`src/rtl/seg_drive.sv`:
```
// Seven-segment output stage: captures the scanner's digit/glyph, blanks for
// BLANK_CYCLES after every change, decodes the glyph and PWM-gates the pins.
module seg_drive #(
  parameter int unsigned BLANK_CYCLES = 4,
  parameter int unsigned PWM_BITS     = 4
) (
  input  logic                CLK,
  input  logic                RST,
  input  logic [3:0]          dig,
  input  logic [4:0]          num,
  input  logic [PWM_BITS-1:0] bright,
  output logic [3:0]          an,
  output logic [6:0]          seg
);

  typedef enum logic {BLANK, SHOW} state_e;

  localparam logic [7:0]          BCNT_INIT = (BLANK_CYCLES == 0) ? 8'd0 : 8'(BLANK_CYCLES - 1);
  localparam logic [4:0]          NUM_BLANK = 5'd20;
  localparam logic [PWM_BITS-1:0] PWM_MAX   = '1;

  state_e              state_q, state_d;
  logic [7:0]          bcnt_q, bcnt_d;
  logic [3:0]          cap_dig_q, cap_dig_d;
  logic [4:0]          cap_num_q, cap_num_d;
  logic [PWM_BITS-1:0] pwm_cnt_q;
  logic [3:0]          an_q, an_d;
  logic [6:0]          seg_q, seg_d;
  logic                chg;
  logic                pwm_on;

  function automatic logic [6:0] decode(input logic [4:0] code);
    unique case (code)
      5'd0:    decode = 7'h3F;
      5'd1:    decode = 7'h06;
      5'd2:    decode = 7'h5B;
      5'd3:    decode = 7'h4F;
      5'd4:    decode = 7'h66;
      5'd5:    decode = 7'h6D;
      5'd6:    decode = 7'h7D;
      5'd7:    decode = 7'h07;
      5'd8:    decode = 7'h7F;
      5'd9:    decode = 7'h6F;
      5'd10:   decode = 7'h77;
      5'd11:   decode = 7'h7C;
      5'd12:   decode = 7'h39;
      5'd13:   decode = 7'h5E;
      5'd14:   decode = 7'h79;
      5'd15:   decode = 7'h71;
      5'd16:   decode = 7'h40;
      default: decode = 7'h00;
    endcase
  endfunction

  assign chg    = (dig != cap_dig_q) || (num != cap_num_q);
  assign pwm_on = (bright == PWM_MAX) || (pwm_cnt_q < bright);

  // NOTE: every register, including the output pins, takes its reset value
  // asynchronously so the display goes dark the instant RST rises.
  always_ff @(posedge CLK or posedge RST) begin
    if (RST) begin
      state_q   <= BLANK;
      bcnt_q    <= BCNT_INIT;
      cap_dig_q <= 4'b0000;
      cap_num_q <= NUM_BLANK;
      pwm_cnt_q <= '0;
      an_q      <= 4'b0000;
      seg_q     <= 7'h00;
    end else begin
      // NOTE: non-blocking so every register samples pre-edge values.
      state_q   <= state_d;
      bcnt_q    <= bcnt_d;
      cap_dig_q <= cap_dig_d;
      cap_num_q <= cap_num_d;
      pwm_cnt_q <= pwm_cnt_q + 1'b1;
      an_q      <= an_d;
      seg_q     <= seg_d;
    end
  end

  always_comb begin
    // NOTE: defaults first so no path leaves a variable unassigned (no latch).
    state_d   = state_q;
    bcnt_d    = bcnt_q;
    cap_dig_d = cap_dig_q;
    cap_num_d = cap_num_q;
    if (chg) begin
      cap_dig_d = dig;
      cap_num_d = num;
      if (BLANK_CYCLES == 0) begin
        state_d = SHOW;
      end else begin
        state_d = BLANK;
        bcnt_d  = BCNT_INIT;
      end
    end else if (state_q == BLANK) begin
      if (bcnt_q == 8'd0) state_d = SHOW;
      else                bcnt_d  = bcnt_q - 8'd1;
    end
  end

  // Outputs look ahead at next-state so a change darkens the pins on its own edge.
  always_comb begin
    an_d  = 4'b0000;
    seg_d = 7'h00;
    if (state_d == SHOW && $onehot(cap_dig_d) && pwm_on) begin
      an_d  = cap_dig_d;
      seg_d = decode(cap_num_d);
    end
  end

  assign an  = an_q;
  assign seg = seg_q;

endmodule

```
`config.mk`:
```
export PLATFORM = sky130hd
export DESIGN_NAME = seg_drive
export DESIGN_NICKNAME = d
export VERILOG_FILES = /design/src/rtl/seg_drive.sv
export SDC_FILE = /design/constraint.sdc
export NUM_CORES = 1
export LEC_CHECK = 0
export CORE_MARGIN = 2
export CORE_UTILIZATION = 58
export CTS_CLUSTER_SIZE = 40
export DETAILED_ROUTE_END_ITERATION = 6
export PLACE_DENSITY = 0.84
export RECOVER_POWER = 50
export SLEW_MARGIN = 10
export SYNTH_ARGS = -nofsm -noshare
export SYNTH_HDL_FRONTEND = slang
export SYNTH_SLANG_ARGS = --single-unit
```
`constraint.sdc`:
```
create_clock -name CLK -period 2.55 [get_ports CLK]
set_input_delay 0.255 -clock CLK [delete_from_list [all_inputs] [get_ports CLK]]
set_output_delay 0.255 -clock CLK [all_outputs]
set_load 0.005 [all_outputs]
```
; ---- Word level (Yosys, flattened, before mapping)
; Memories as Yosys holds them, arrays and structs flattened.
; Cells that the tools add are included.
[word_totals]
memories = 1
romBits = 224
ff_bits = 33
input_bits = 15
[memory_table]
columns = name, depth, word_bits, read_ports, rd_ports_with_merged_regs, write_ports, line
row1 = (name not given), 32, 7, 1, 0, 0, 33  ; unique case (code)
[classes]
n_reduce_logical = 6
addsub = 5
n_mux = 10
n_lt_le_gt_ge = 1
eq_ne = 6
[op_table]
columns = op, n
row1 = 8-bit 2-to-1 mux, 3
row2 = 8-bit logical NOT, 1
row3 = 4-bit 2-to-1 mux, 2
row4 = "8-bit by 1-bit subtractor with 8-bit output, second input constant", 1
row5 = 7-bit 2-to-1 mux, 1
row6 = 5-bit 2-to-1 mux, 1
row7 = 5-bit inequality test, 1
row8 = 1-bit by 1-bit adder with 2-bit output, 2
row9 = "4-bit by 1-bit adder with 4-bit output, second input constant", 1
row10 = "4-bit == test, second input constant", 1
row11 = 4-bit < comparator, 1
row12 = 4-bit inequality test, 1
row13 = 2-bit by 2-bit adder with 3-bit output, 1
row14 = "3-bit by 1-bit == test with 1-bit output, second input constant", 1
row15 = 1-bit 2-to-1 mux, 3
row16 = 1-bit logical AND, 2
row17 = 1-bit logical OR, 2
row18 = "2-bit by 1-bit inequality test with 1-bit output, second input constant", 1
row19 = "2-bit inequality test, second input constant", 1
row20 = 2-bit AND reduction, 1

; ---- Logic depth before layout (Yosys ltp)
; Gate-level depths: netlist of the first run.
[depth]
depth_word = 9
depth_mapped = 8
depth_no_buf = 7

; ---- Least setup slack after synthesis of the first run
; OpenSTA, ideal clock, no wires.
[synth_path]
path_type = input to register
from = in dig[0]
to = reg seg_q[2] (netlist: seg[2])
cell_stages = 8
t_required_ns = 2.463
t_arrival_ns = 2.182
slack_ns = 0.281
path_cell_list = clkbuf_1 -> fa_1 -> ha_1 -> ha_1 -> nor3b_2 -> nand2b_1 -> a221o_1 -> nor3_1
[synth_between]
elab_chain_cells = 9
word_cells_on_any_way = 13
cone_classes = add/sub (3) / eq/ne (2) / mux (4) / reduce/logical (3) / memory (1)
[synth_lines]
columns = item, line
row1 = start: declaration, 9  ; input logic [3:0] dig,
row2 = 4-bit inequality test, 55  ; assign chg = (dig != cap_dig_q) || (num != cap_num_q);
row3 = 1-bit logical OR, 55
row4 = 4-bit 2-to-1 mux, 87  ; if (chg) begin
row5 = 1-bit by 1-bit adder with 2-bit output (not written as such), 106  ; if (state_d == SHOW && $onehot(cap_dig_d) && pwm_on) begin
row6 = 2-bit by 2-bit adder with 3-bit output (not written as such), 106
row7 = 3-bit by 1-bit == test with 1-bit output, 106
row8 = 1-bit logical AND (2 in series), 106
row9 = 7-bit 2-to-1 mux (*), 106
row10 = net seg_d[2], 28  ; logic [6:0] seg_q, seg_d;
row11 = end signal: assignment, 77  ; seg_q <= seg_d;
row12 = end: declaration, 28
; The timed path passes the listed nets; every way through them passes the cells marked *.
; A chain may end at the register's enable or synchronous reset.

; ---- Final worst setup path of the first run
; Ends and elaborated chain as after synthesis.

==> results of run 1 <==
## cell type report
class	instances	area share, %
clock buffer	7	2.49
inverter	13	2.21
multi-input combinational	110	41.5
sequential	33	37.6
tap	44	2.49
timing repair buffer	33	13.7
## layer usage
metal | routed length [um] | up-vias
met5 | 0 | -
li1 | - | 627
met2 | 1750 | 36
met1 | 1480 | 618
met4 | 65 | 0
met3 | 170 | 8
## Yosys cell counts (2+ instances only)
master,count
nor4b_1,2
dfrtp_1,29
o21ai_0,4
nand2b_1,5
nor4_2,4
nor3_2,2
xor2_1,10
nor3_1,6
inv_1,12
xnor2_1,5
buf_2,2
a211oi_1,2
nand2_1,9
a21oi_1,5
clkbuf_1,10
dfstp_2,4
nor2_1,12
ha_1,14
nand3_1,2
mux2i_1,4
## per-stage QoR
step | util, % | area [um2] | instances | total power (W) | worst slack (ns)
final | 72.4 | 2210 | 240 | 0.000976 | 0.265
after global routing | 72.4 | 2210 | 240 | 0.00102 | 0.164
after CTS | 72.6 | 2220 | 240 | 0.000992 | 0.388
after detailed placement | 70.8 | 2160 | 233 | 0.000692 | 0.0186
after global placement | 70.8 | 2160 | 233 | 0.000685 | 0.0889
after floorplan | - | 1860 | 170 | 0.000635 | 0.281
## flip-flops by register name, summed over array words and instances, names as in the netlist
signal / flops
seg: 7
bcnt_q: 8
pwm_cnt_q: 4
cap_dig_q: 4
state_q: 1
cap_num_q: 5
an: 4
## logic make-up (layout without fill, tap and decap cells)
group	count (synthesis)	after routing	synth area share, %
AND/OR/NAND/NOR	54	54	20.1
XOR/XNOR	15	15	7.07
buffers and inverters	27	53	5.99
AO/OA/AOI/OAI	21	21	8.28
multiplexers	5	5	3.36
flip-flops	33	33	44.7
adder cells (fa/ha/maj)	15	15	10.5
## power groups by stage
stage | Sequential [W] | Combinational [W] | Clock [W]
2_1_floorplan | 0.000544 | 0.0000910 | 0
3_3_place_gp | 0.000545 | 0.000140 | 0
3_5_place_dp | 0.000545 | 0.000147 | 0
4_1_cts | 0.000535 | 0.000148 | 0.000308
5_1_grt | 0.000536 | 0.000160 | 0.000324
6_report | 0.000535 | 0.000143 | 0.000297
## cells in the final DEF (no fill, tap or decap), types with 5 or more instances in the layout
| cell | n |
|---|---|
| clkbuf_4 | 5 |
| a21oi_1 | 5 |
| dfrtp_1 | 29 |
| inv_1 | 12 |
| nand2_1 | 9 |
| nor2_1 | 12 |
| nand2b_1 | 5 |
| clkdlybuf4s50_1 | 17 |
| nor3_1 | 6 |
| dlygate4sd3_1 | 8 |
| ha_1 | 14 |
| xor2_1 | 10 |
| xnor2_1 | 5 |
| buf_4 | 6 |
## path summary, 6_finish.rpt
| kind | end | slack (ns) |
|---|---|---|
| max | seg[2] | 0.27 |
| min | pwm_cnt_q[0] | 0.49 |
| max reg2reg | seg[6] | 0.60 |
| min reg2reg | pwm_cnt_q[0] | 0.49 |
| max in group asynchronous | seg[6] | 0.57 |
| min in group asynchronous | seg[1] | 0.96 |
==> results.sh, run 1 <==
export IMPL_outcome="finished, violations left"
export IMPL_violations="capacitance limit, slew limit"
export IMPL_cp_common_cell="ha_1"
export IMPL_max_stage_delay_ns=0.58
export IMPL_n_fill_cell=226
export IMPL_use_met3_pct=7.04
export IMPL_vias=1289
export IMPL_power_density_nw_per_um2=442
export IMPL_overflow=0
export IMPL_synth_top_area_cell="dfrtp_1"
export IMPL_clkTransAtPathRegs_ns=0.08
export IMPL_r2r_cells=6
export IMPL_grt_use_total_pct=22.1
export IMPL_fin_crit_sh_pct=89.6
export IMPL_synth_seq_area_share_pct=44.7
export IMPL_first_pass_iters=4
export IMPL_crit_type="in -> reg"
export IMPL_die_area_um2=3670
export IMPL_final_hold_viol_count=0
export IMPL_grt_busiest_layer="met2"
export IMPL_synth_fp_nets=200
export IMPL_sequentialPowerShare_pct=54.9
export IMPL_cts_buffer_depth=2
export IMPL_hold_start="pwm_cnt_q[0]"
export IMPL_worst_slew_pin_slew_ns=1.74
export IMPL_num_io_pins=26
export IMPL_hold_path_depth=1
export IMPL_grt_start_max_net_pins=34
export IMPL_holdBufCountCts=0
export IMPL_crit_arrival_ns=2.52
export IMPL_drt_iter0_drc=71
export IMPL_cp_cell_sequence="dlygate4sd3_1, fa_1, ha_1, ha_1, nor3b_2, nand2b_1, a221o_1, nor3_1"
export IMPL_drc=0
export IMPL_holdWs_ns=0.494
export IMPL_syn_inst=170
export IMPL_coreArea_um2=3050
export IMPL_hold_path_class="reg -> reg"
export IMPL_p_comb_share_pct=14.7
export IMPL_via_per_inst=5.37
export IMPL_post_cts_resized=0
export IMPL_crit_path_end_kind="flop"
export IMPL_synth_edff_count=0
export IMPL_power_internal_w=0.000726
export IMPL_initial_core_util_pct=60.9
export IMPL_min_period_ns=2.28
export IMPL_maxSlewViolCount=34
export IMPL_path_buf_inv=1
export IMPL_drive_above_1_share_pct=15.8
export IMPL_crit_family="adder cells"
export IMPL_ys_top_cells_by_area="dfrtp_1, ha_1, dfstp_2, xor2_1, nor4_2"
export IMPL_netlist_area_um2=1860
export IMPL_synth_async_reset_ratio_pct=100
export IMPL_avgSynthCellArea_um2=10.9
export IMPL_insertion_delay_ns=0.34
export IMPL_layout_nets=226
export IMPL_synth_cell_types=47
export IMPL_tns_ns=0
export IMPL_setup_violations=0
export IMPL_ant_nets=0
export IMPL_cp_depth=8
export IMPL_fin_skew_ns=0.0194
export IMPL_clock_power_share_pct=30.4
export IMPL_row_count=20
export IMPL_yosysWarningCount=0
export IMPL_max_freq_mhz=438
export IMPL_switching_share_pct=25.6
export IMPL_maxCapViolCount=1
export IMPL_hpwl_um=2620
export IMPL_area_growth_syn_to_layout_pct=18.8
export IMPL_port_buffer_count=25
export IMPL_regArea_um2=831
export IMPL_rsz0062_at_grt="no"
export IMPL_die_x_um=60.6
export IMPL_netlist_area_leader_share_pct=39.0
export IMPL_ys_ff_latch=33
export IMPL_routed_wl_um=3460
export IMPL_worstPathMaxFanout=3
export IMPL_cp_start_kind="input pin"
export IMPL_cts_tree="yes"
export IMPL_antennaDiodeCount=0
export IMPL_cts_setup_buffers=0
export IMPL_clock_sinks=33
export IMPL_crit_slowest_cell="dlygate4sd3_1"
export IMPL_synthFlopType="dfrtp_1"
export IMPL_leakage_nw=0.983
export IMPL_switchingPower_w=0.000250
export IMPL_multi_input_area_um2=917
export IMPL_cts_root_buf="clkbuf_4"
export IMPL_grt_pass1_wl_um=5790
export IMPL_grtUsageMet1_pct=26.8
export IMPL_wl_per_cell_um=14.4
export IMPL_max_vdd_ir_drop_mv=0.290
export IMPL_required_ns=2.78
export IMPL_slew_headroom_pct=-16.0
export IMPL_met2_usage_pct=36.7
export IMPL_gp_congestion=0.867
export IMPL_h_tree_depth=2
export IMPL_reg2reg_from="bcnt_q[0]"
export IMPL_startpoint="dig[0]"
export IMPL_antenna_found_initial=0
export IMPL_grt_pass1_vias=1260
export IMPL_die_y_um=60.6
export IMPL_numCtsBuffers=5
No activity file was read; power rests on OpenSTA's default activity.
==> inputs of run 2 (changes only) <==
- CORE_MARGIN: 2 -> 8
- CORE_UTILIZATION: 58 -> 54
- PLACE_DENSITY: 0.84 -> 0.79
- clock period: 2.55 -> 2.2 ns (I/O delays scaled with it)
==> run 2 against run 1 <==
  * The flow still finishes with violations (capacitance limit, slew limit)
  * Routed wire length rose by 0.78%
  * Non-clock buffer count up 3
  * Worst setup slack got worse by 0.19 ns
  * Total power is 30% higher
==> results.sh, run 2 (synthesis results as in run 1) <==
export IMPL_outcome="finished, violations left"
export IMPL_violations="capacitance limit, slew limit"
export IMPL_max_vdd_ir_drop_mv=0.448
export IMPL_pre_cts_ws_ns=-0.333
export IMPL_top_layer_used="met4"
export IMPL_final_common_cell="dfrtp_1"
export IMPL_grt_use_total_pct=14.2
export IMPL_cts_root_buf="clkbuf_4"
export IMPL_post_cts_resized=0
export IMPL_via_per_inst=5.29
export IMPL_timing_final_ws_setup_ns=0.0780
export IMPL_initial_core_util_pct=56.2
export IMPL_n_fill_cell=250
export IMPL_die_y_um=74.7
export IMPL_rsz0062_at_grt="no"
export IMPL_vias=1301
export IMPL_antennaDiodeCount=0
export IMPL_place_area_um2=2190
export IMPL_fin_crit_sh_pct=96.5
export IMPL_min_period_ns=2.12
export IMPL_insertion_delay_ns=0.33
export IMPL_final_area_um2=2290
export IMPL_drive_above_1_share_pct=18.0
export IMPL_switching_share_pct=23.6
export IMPL_drc=0
export IMPL_worst_slew_pin_slew_ns=1.66
export IMPL_die_x_um=74.7
export IMPL_drt_iter0_drc=40
export IMPL_max_freq_mhz=471
export IMPL_crit_type="in -> reg"
export IMPL_largest_reg_flops=8
export IMPL_leakage_nw=1.01
export IMPL_sequentialPowerShare_pct=48.8
export IMPL_routed_wl_um=3490
export IMPL_area_growth_syn_to_layout_pct=22.9
export IMPL_cts_tree="yes"
export IMPL_top_register="bcnt_q"
export IMPL_die_area_um2=5580
export IMPL_hpwl_um=2720
export IMPL_maxCapViolCount=1
export IMPL_cts_buffer_depth=2
export IMPL_p_total_w=0.00127
export IMPL_h_tree_depth=2
export IMPL_maxSlewViolCount=34
export IMPL_crit_path_end_kind="flop"
export IMPL_grt_pass1_vias=1405
export IMPL_power_internal_w=0.000971
export IMPL_final_hold_viol_count=0
export IMPL_overflow=0
export IMPL_coreArea_um2=3310
export IMPL_drt_met1_wl_um=1450
export IMPL_clock_sinks=33
export IMPL_grt_pass1_wl_um=5980
export IMPL_setup_violations=0
export IMPL_required_ns=2.44
export IMPL_slew_headroom_pct=-10.7
export IMPL_layout_nets=229
export IMPL_num_io_pins=26
export IMPL_worstPathMaxFanout=5
export IMPL_antenna_found_initial=0
export IMPL_port_buffer_count=25
export IMPL_power_density_nw_per_um2=556
export IMPL_ant_nets=0
export IMPL_holdBufCountCts=0
export IMPL_tns_ns=0
export IMPL_fin_skew_ns=0.00413
export IMPL_regArea_um2=831
export IMPL_grt_start_max_net_pins=34
export IMPL_cts_setup_buffers=0
export IMPL_dr_wl_met3_um=115
export IMPL_wl_per_cell_um=14.2
export IMPL_first_pass_iters=4
export IMPL_rrSetupSlack_ns=0.17
export IMPL_p_comb_share_pct=14.1
export IMPL_multi_input_area_um2=938
export IMPL_numCtsBuffers=5
export IMPL_clock_power_share_pct=37.1
export IMPL_hold_path_class="reg -> reg"
export IMPL_crit_arrival_ns=2.36
export IMPL_switchingPower_w=0.000300
export IMPL_row_count=21
export IMPL_layout_common_cells="dfrtp_1, clkdlybuf4s50_1, ha_1"
export IMPL_clkTransAtPathRegs_ns=0.10
export IMPL_utilization_pct=69.0
export IMPL_gp_congestion=0.830
export IMPL_met2_length_um=1850
export IMPL_cp_start_kind="input pin"
run 2: power groups by stage:
stage / combinational (W) / clock, W / sequential (W)
floorplan: 0.000112 / 0 / 0.000631
global placement: 0.000171 / 0 / 0.000631
detailed placement: 0.000180 / 0 / 0.000632
CTS: 0.000180 / 0.000489 / 0.000620
global route: 0.000197 / 0.000503 / 0.000621
finish: 0.000179 / 0.000471 / 0.000620
run 2: layer usage:
metal / vias to the layer above / track usage (%)
met5: - / 0
met4: 0 / 5.87
met3: 7 / 4.66
met2: 25 / 25.7
met1: 630 / 14.7
li1: 639 / -
run 2: per-stage QoR:
step,instances,hold WS [ns]
2_1_floorplan,170,0.298
3_3_place_gp,238,0.468
3_5_place_dp,238,0.477
4_1_cts,246,0.261
5_1_grt,246,0.519
6_report,246,0.489
run 2: worst max-delay path, cell delays in order:
cell and delay [ns]:
clkdlybuf4s50_1 0.45, fa_1 0.50, ha_1 0.20, ha_1 0.31, nor3b_4 0.20, nand2b_1 0.10, buf_4 0.17, nor4_2 0.22
run 2: worst paths after layout:
kind	endpoint	start	depth (start not counted)
max in group asynchronous	pwm_cnt_q[1]	RST	3
setup / recovery	seg[3]	dig[0]	8
setup reg to reg	seg[6]	pwm_cnt_q[1]	4
hold / removal	pwm_cnt_q[0]	pwm_cnt_q[0]	1
min in group asynchronous	pwm_cnt_q[3]	RST	3
hold reg to reg	pwm_cnt_q[0]	pwm_cnt_q[0]	1
run 2: layout make-up:
cell class                 count  area share (%)
clock buffer                   7            2.41
clock inverter                 1            1.31
inverter                      13            2.13
multi-input combinational    110            41.1
sequential                    33            36.3
tap                           46            2.52
timing repair buffer          36            14.2
==> inputs of run 3 (changes only) <==
- CTS_CLUSTER_SIZE: 40 -> default
==> results of run 3 <==
The final DEF is identical to that of run 2; final timing and power are the same.
==> edit 1, RTL diff (settings of run 2) <==
Add an input register stage for `dig`, `num` and `bright`, with the module's reset; this delays them by one clock.
--- a/src/rtl/seg_drive.sv
+++ b/src/rtl/seg_drive.sv
@@ -18,6 +18,22 @@
   localparam logic [7:0]          BCNT_INIT = (BLANK_CYCLES == 0) ? 8'd0 : 8'(BLANK_CYCLES - 1);
   localparam logic [4:0]          NUM_BLANK = 5'd20;
   localparam logic [PWM_BITS-1:0] PWM_MAX   = '1;
+
+  logic [3:0] dig_q;
+  logic [4:0] num_q;
+  logic [PWM_BITS-1:0] bright_q;
+
+  always_ff @(posedge CLK or posedge RST) begin
+    if (RST) begin
+      dig_q    <= '0;
+      num_q    <= '0;
+      bright_q <= '0;
+    end else begin
+      dig_q    <= dig;
+      num_q    <= num;
+      bright_q <= bright;
+    end
+  end
 
   state_e              state_q, state_d;
   logic [7:0]          bcnt_q, bcnt_d;
@@ -52,8 +68,8 @@
     endcase
   endfunction
 
-  assign chg    = (dig != cap_dig_q) || (num != cap_num_q);
-  assign pwm_on = (bright == PWM_MAX) || (pwm_cnt_q < bright);
+  assign chg    = (dig_q != cap_dig_q) || (num_q != cap_num_q);
+  assign pwm_on = (bright_q == PWM_MAX) || (pwm_cnt_q < bright_q);
 
   // NOTE: every register, including the output pins, takes its reset value
   // asynchronously so the display goes dark the instant RST rises.
@@ -85,8 +101,8 @@
     cap_dig_d = cap_dig_q;
     cap_num_d = cap_num_q;
     if (chg) begin
-      cap_dig_d = dig;
-      cap_num_d = num;
+      cap_dig_d = dig_q;
+      cap_num_d = num_q;
       if (BLANK_CYCLES == 0) begin
         state_d = SHOW;
       end else begin
Formal check against the unedited RTL: not equivalent (Yosys sat finds a counterexample within 10 cycles, from zero or initial values and one cycle with RST high).
==> edit 1 against run 2 <==
  * Synthesized area rose by 18%
  * Register-to-register slack got worse by 0.09 ns
  * Worst setup slack gained 0.0064 ns
  * Count of clock-buffer cells in the layout is 2 lower
  * Via count increased by 12%
  * Cell area grew 16%
  * Wire length increased by 21%
  * Sequential cell count rose by 13
  * Total power rose by 33%
  * Critical path type is now register to register
==> edit 1: results (changes against run 2) <==
status -> complete, no violations
final net count -> 242 (+5.7%)
Syn Nets -> 216 (+8.0%)
Commonest cells post-synth -> 42 x dfrtp_1, 16 x inv_1, 16 x nor2_1
Worst Path Max Fanout -> 5 (unchanged)
Worst-Skew Late Latency -> 0.30 ns (-0.03 ns)
Total GRT Usage -> 0.143 (+0.00112)
skew final -> 0.00547 ns (+0.00133 ns)
dpl hpwl -> 3.13 mm (+15%)
largest net degree at the start of global routing -> 25 (-26%)
vias in the first global route -> 1488 (+5.9%)
clk slew on worst S/H paths -> 0.09 ns
initial antenna violation count -> 0 (unchanged)
average wire per standard cell -> 16.1 um (+13%)
non-filler cells, final -> 263 (+6.9%)
Filler Cells Inserted -> 284 (+14%)
vias per inst -> 5.52 (+4.3%)
I/O Buffers -> 25 (unchanged)
XOR/XNOR share of the synthesized area -> 0.0597 (-0.0110)
1st-iter DRT viols -> 61 (+53%)
Leak -> 0.00120 uW (+19%)
cell family with most CP delay -> adder cells
routability cong. -> 0.831 (+0.17%)
Inst Count DP -> 251 (+5.5%)
post-synthesis mux area share -> 0.0193 (-0.0143)
sequential fraction of the synthesis area -> 0.525 (+0.0782)
Ys Warns -> 0 (unchanged)
# diodes -> 0 (unchanged)
proportion of layout cells with a drive suffix above 1 -> 0.188 (+0.00779)
Post-Syn Instances -> 186 (+9.4%)
post-synthesis adder-cell area fraction -> 0.0886 (-0.0163)
first-pass GRT wire length -> 6.98 mm (+17%)
Async SR Flop Fraction -> 1.00 (unchanged)
synth top area cells -> dfrtp_1 48%, ha_1 8.0%, nor4_2 5.1%, dfstp_2 4.8%, xor2_1 4.8%
Synth cell types -> 40 (-15%)
cts bufs inserted -> 5 (unchanged)
Biggest register -> bcnt_q
# H-tree levels -> 2 (unchanged)
clock buffer depth -> 2 (unchanged)
Largest register FFs -> 8 (unchanged)
Hold WC Path Type -> input port to async pin
Worst Tran Pin Value -> 0.807 ns (-0.853 ns)
Root Driver -> clkbuf_8
worst vdd ir -> 0.000549 V (+23%)
TritonRoute pass-1 iters -> 4 (unchanged)
Largest stage delay, worst path -> 0.47 ns (-0.03 ns)
Compound-Gate Fraction of Synth Area -> 0.0670 (-0.0157)
CP max stage cell -> fa_1
edit 1: worst paths after layout:
check                           slack [ns]  startpoint  cells after the start      endpoint
worst max-delay path                  0.08    dig_q[3]                      7        seg[5]
worst min-delay path                  0.42         RST                      2     bcnt_q[3]
worst max register to register        0.08    dig_q[3]                      7        seg[5]
worst min register to register        0.47    dig_q[2]                      0  cap_dig_q[2]
max in group asynchronous             1.25         RST                      3      dig_q[3]
min in group CLK                      0.47   bright[2]                      1   bright_q[2]
edit 1: stage by stage:
stage | hold slack (ns) | setup WS (ns) | area (um^2) | power (uW) | utilization
3_5_place_dp | 0.456 | 0.0363 | 2500 | 1070 | 0.630
2_1_floorplan | 0.251 | 0.0390 | 2200 | 1010 | -
3_3_place_gp | 0.447 | 0.160 | 2500 | 1070 | 0.630
4_1_cts | 0.301 | 0.00983 | 2620 | 1700 | 0.658
6_report | 0.416 | 0.0844 | 2660 | 1690 | 0.669
5_1_grt | 0.461 | -0.00168 | 2660 | 1760 | 0.669
edit 1: where the power goes:
part	total, uW	switching (uW)	internal, uW	leakage (uW)
clock	625	285	340	0.0000585
combinational	178	100	77.6	0.000569
sequential	887	19.5	867	0.000577
edit 1: layout make-up:
type / count / area share
inverter: 16 / 0.0226
multi-input combinational: 108 / 0.351
sequential: 46 / 0.436
clock inverter: 3 / 0.0165
clock buffer: 5 / 0.0259
timing repair buffer: 35 / 0.124
tap: 50 / 0.0235
edit 1: metal layers:
layer	routed length, um	up-vias	track usage	share of wire
met5	0	-	0	0
met4	62	0	0.0655	0.015
met3	204	6	0.0405	0.048
met2	2220	29	0.244	0.52
met1	1740	733	0.162	0.41
li1	-	683	-	-
edit 1: timing repair:
| action | CTS | global route |
|---|---|---|
| endpoints found under the setup margin | 0 | 10 |
| buffers inserted | 0 | 4 |
| resized for setup | 0 | 6 |
==> edit 2, RTL diff (flow settings as in run 2) <==
Without the edit above. Change the parameter `PWM_BITS` from 4 to 3.
--- a/src/rtl/seg_drive.sv
+++ b/src/rtl/seg_drive.sv
@@ -2,7 +2,7 @@
 // BLANK_CYCLES after every change, decodes the glyph and PWM-gates the pins.
 module seg_drive #(
   parameter int unsigned BLANK_CYCLES = 4,
-  parameter int unsigned PWM_BITS     = 4
+  parameter int unsigned PWM_BITS     = 3
 ) (
   input  logic                CLK,
   input  logic                RST,
Interface: changed (resized bright); port bits go from 26 to 25. No check against the original RTL was run, so the function may have changed too.
==> edit 2 against run 2 <==
  * Worst setup slack worse by 0.012 ns
  * Synthesized area down 8.3%
  * Maximum frequency down 0.55%
  * Cell area down 8.8%
  * Sequential cell count down 1
  * Critical path type unchanged
  * Wire length down 2.6%
  * Global-route usage down 0.070 points
  * Via count down 3.9%
  * Critical endpoint is now seg[1]
  * Critical path depth down 1
  * Total power down 17%
==> edit 2: results (changes against run 2) <==
Signal buffers -> 35 (-2.8%)
routability cong. -> 0.823 (-0.87%)
Data buffer area share -> 0.148 (+0.00586)
Multi-input gate area -> 815 um^2 (-13%)
CP max stage cell -> clkdlybuf4s50_1
Largest register FFs -> 8 (unchanged)
CP startpoint -> dig[3]
Hold WC Path Type -> register to register
cell internal pwr -> 791 uW (-19%)
P&R area growth vs syn -> 22.3%
Post-Syn Instances -> 167 (-1.8%)
count of multi-input gates -> 104 (-5.5%)
final net count -> 220 (-3.9%)
Syn Nets -> 195 (-2.5%)
sequential fraction of the synthesis area -> 0.472 (+0.0257)
fin crit period -> 2.13 ns (+0.0116 ns)
Worst Tran Pin Value -> 1.17 ns (-0.490 ns)
clkbuf count -> 8 (+1)
placed cell area -> 2010 um^2 (-8.3%)
Switch Pwr -> 267 uW (-11%)
Filler Cells Inserted -> 212 (-15%)
vias per inst -> 5.27 (-0.27%)
cell family with most CP delay -> adder cells
I/O Buffers -> 24 (-4.0%)
Routed WL -> 3.40 mm (-2.6%)
Synth cell types -> 40 (-15%)
clk slew on worst S/H paths -> 0.10 ns (about the same)
die width -> 72.2 um (-3.3%)
proportion of layout cells with a drive suffix above 1 -> 0.155 (-0.0246)
vias in the first global route -> 1257 (-11%)
Inst Count DP -> 229 (-3.8%)
post-place setup slack -> -0.311 ns (+0.0220 ns)
average wire per standard cell -> 14.3 um (+1.1%)
first-pass GRT wire length -> 5.85 mm (-2.1%)
R2R setup slack -> 0.25 ns (+0.08 ns)
Critical Path End -> seg[1]
TritonRoute pass-1 iters -> 4 (unchanged)
worst vdd ir -> 0.000344 V (-23%)
1st-iter DRT viols -> 72 (+80%)
sequential power -> 602 uW (-3%)
Comb group -> 142 uW (-21%)
Total GRT Usage -> 0.141 (-0.000701)
Leak -> 0.000928 uW (-8.2%)
Commonest cells post-synth -> 28 x dfrtp_1, 14 x clkbuf_1, 14 x inv_1
status -> complete, no violations
largest net degree at the start of global routing -> 33 (-2.9%)
synth top area cells -> dfrtp_1 41%, ha_1 9.5%, dfstp_2 6.2%, nor4_1 4.4%, xor2_1 4.1%
RR Startpoint -> pwm_cnt_q[2]
count of flip-flops and latches -> 32 (-3.0%)
skew final -> 0.00600 ns (+0.00187 ns)
invs w/o clock -> 14 (+1)
sequential share of cell area -> 0.386 (+0.0229)
dpl hpwl -> 2.50 mm (-7.8%)
Worst-Skew Late Latency -> 0.32 ns
Resized cells post-CTS -> 1 (+1)
clk cell area share -> 0.0234 (-0.0138)
edit 2: worst min-delay path by stage:
stage                        end  slack (ns)  depth (start not counted)
floorplan           cap_num_q[2]        0.30                          1
global placement    pwm_cnt_q[0]        0.43                          1
detailed placement  pwm_cnt_q[0]        0.44                          1
CTS                       seg[5]        0.28                          3
global route        pwm_cnt_q[0]        0.45                          1
finish              pwm_cnt_q[0]        0.44                          1
edit 2: routing by layer:
metal | part of all wire | wire, um | vias to the layer above | track usage
met5 | 0 | 0 | - | 0
met4 | 0.015 | 50 | 0 | 0.0635
met3 | 0.054 | 183 | 8 | 0.0468
met2 | 0.51 | 1720 | 25 | 0.230
met1 | 0.42 | 1440 | 598 | 0.164
li1 | - | - | 619 | -
edit 2: cell families after synthesis:
kind of cell,Yosys count,share of synthesized area
DFF,32,0.472
and+or+nand+nor,54,0.180
xor gates and xnor gates,10,0.0514
adders and majority gates,14,0.107
muxes,4,0.0308
buffers and inverters,31,0.0734
AOI/OAI and AO/OA,22,0.0844
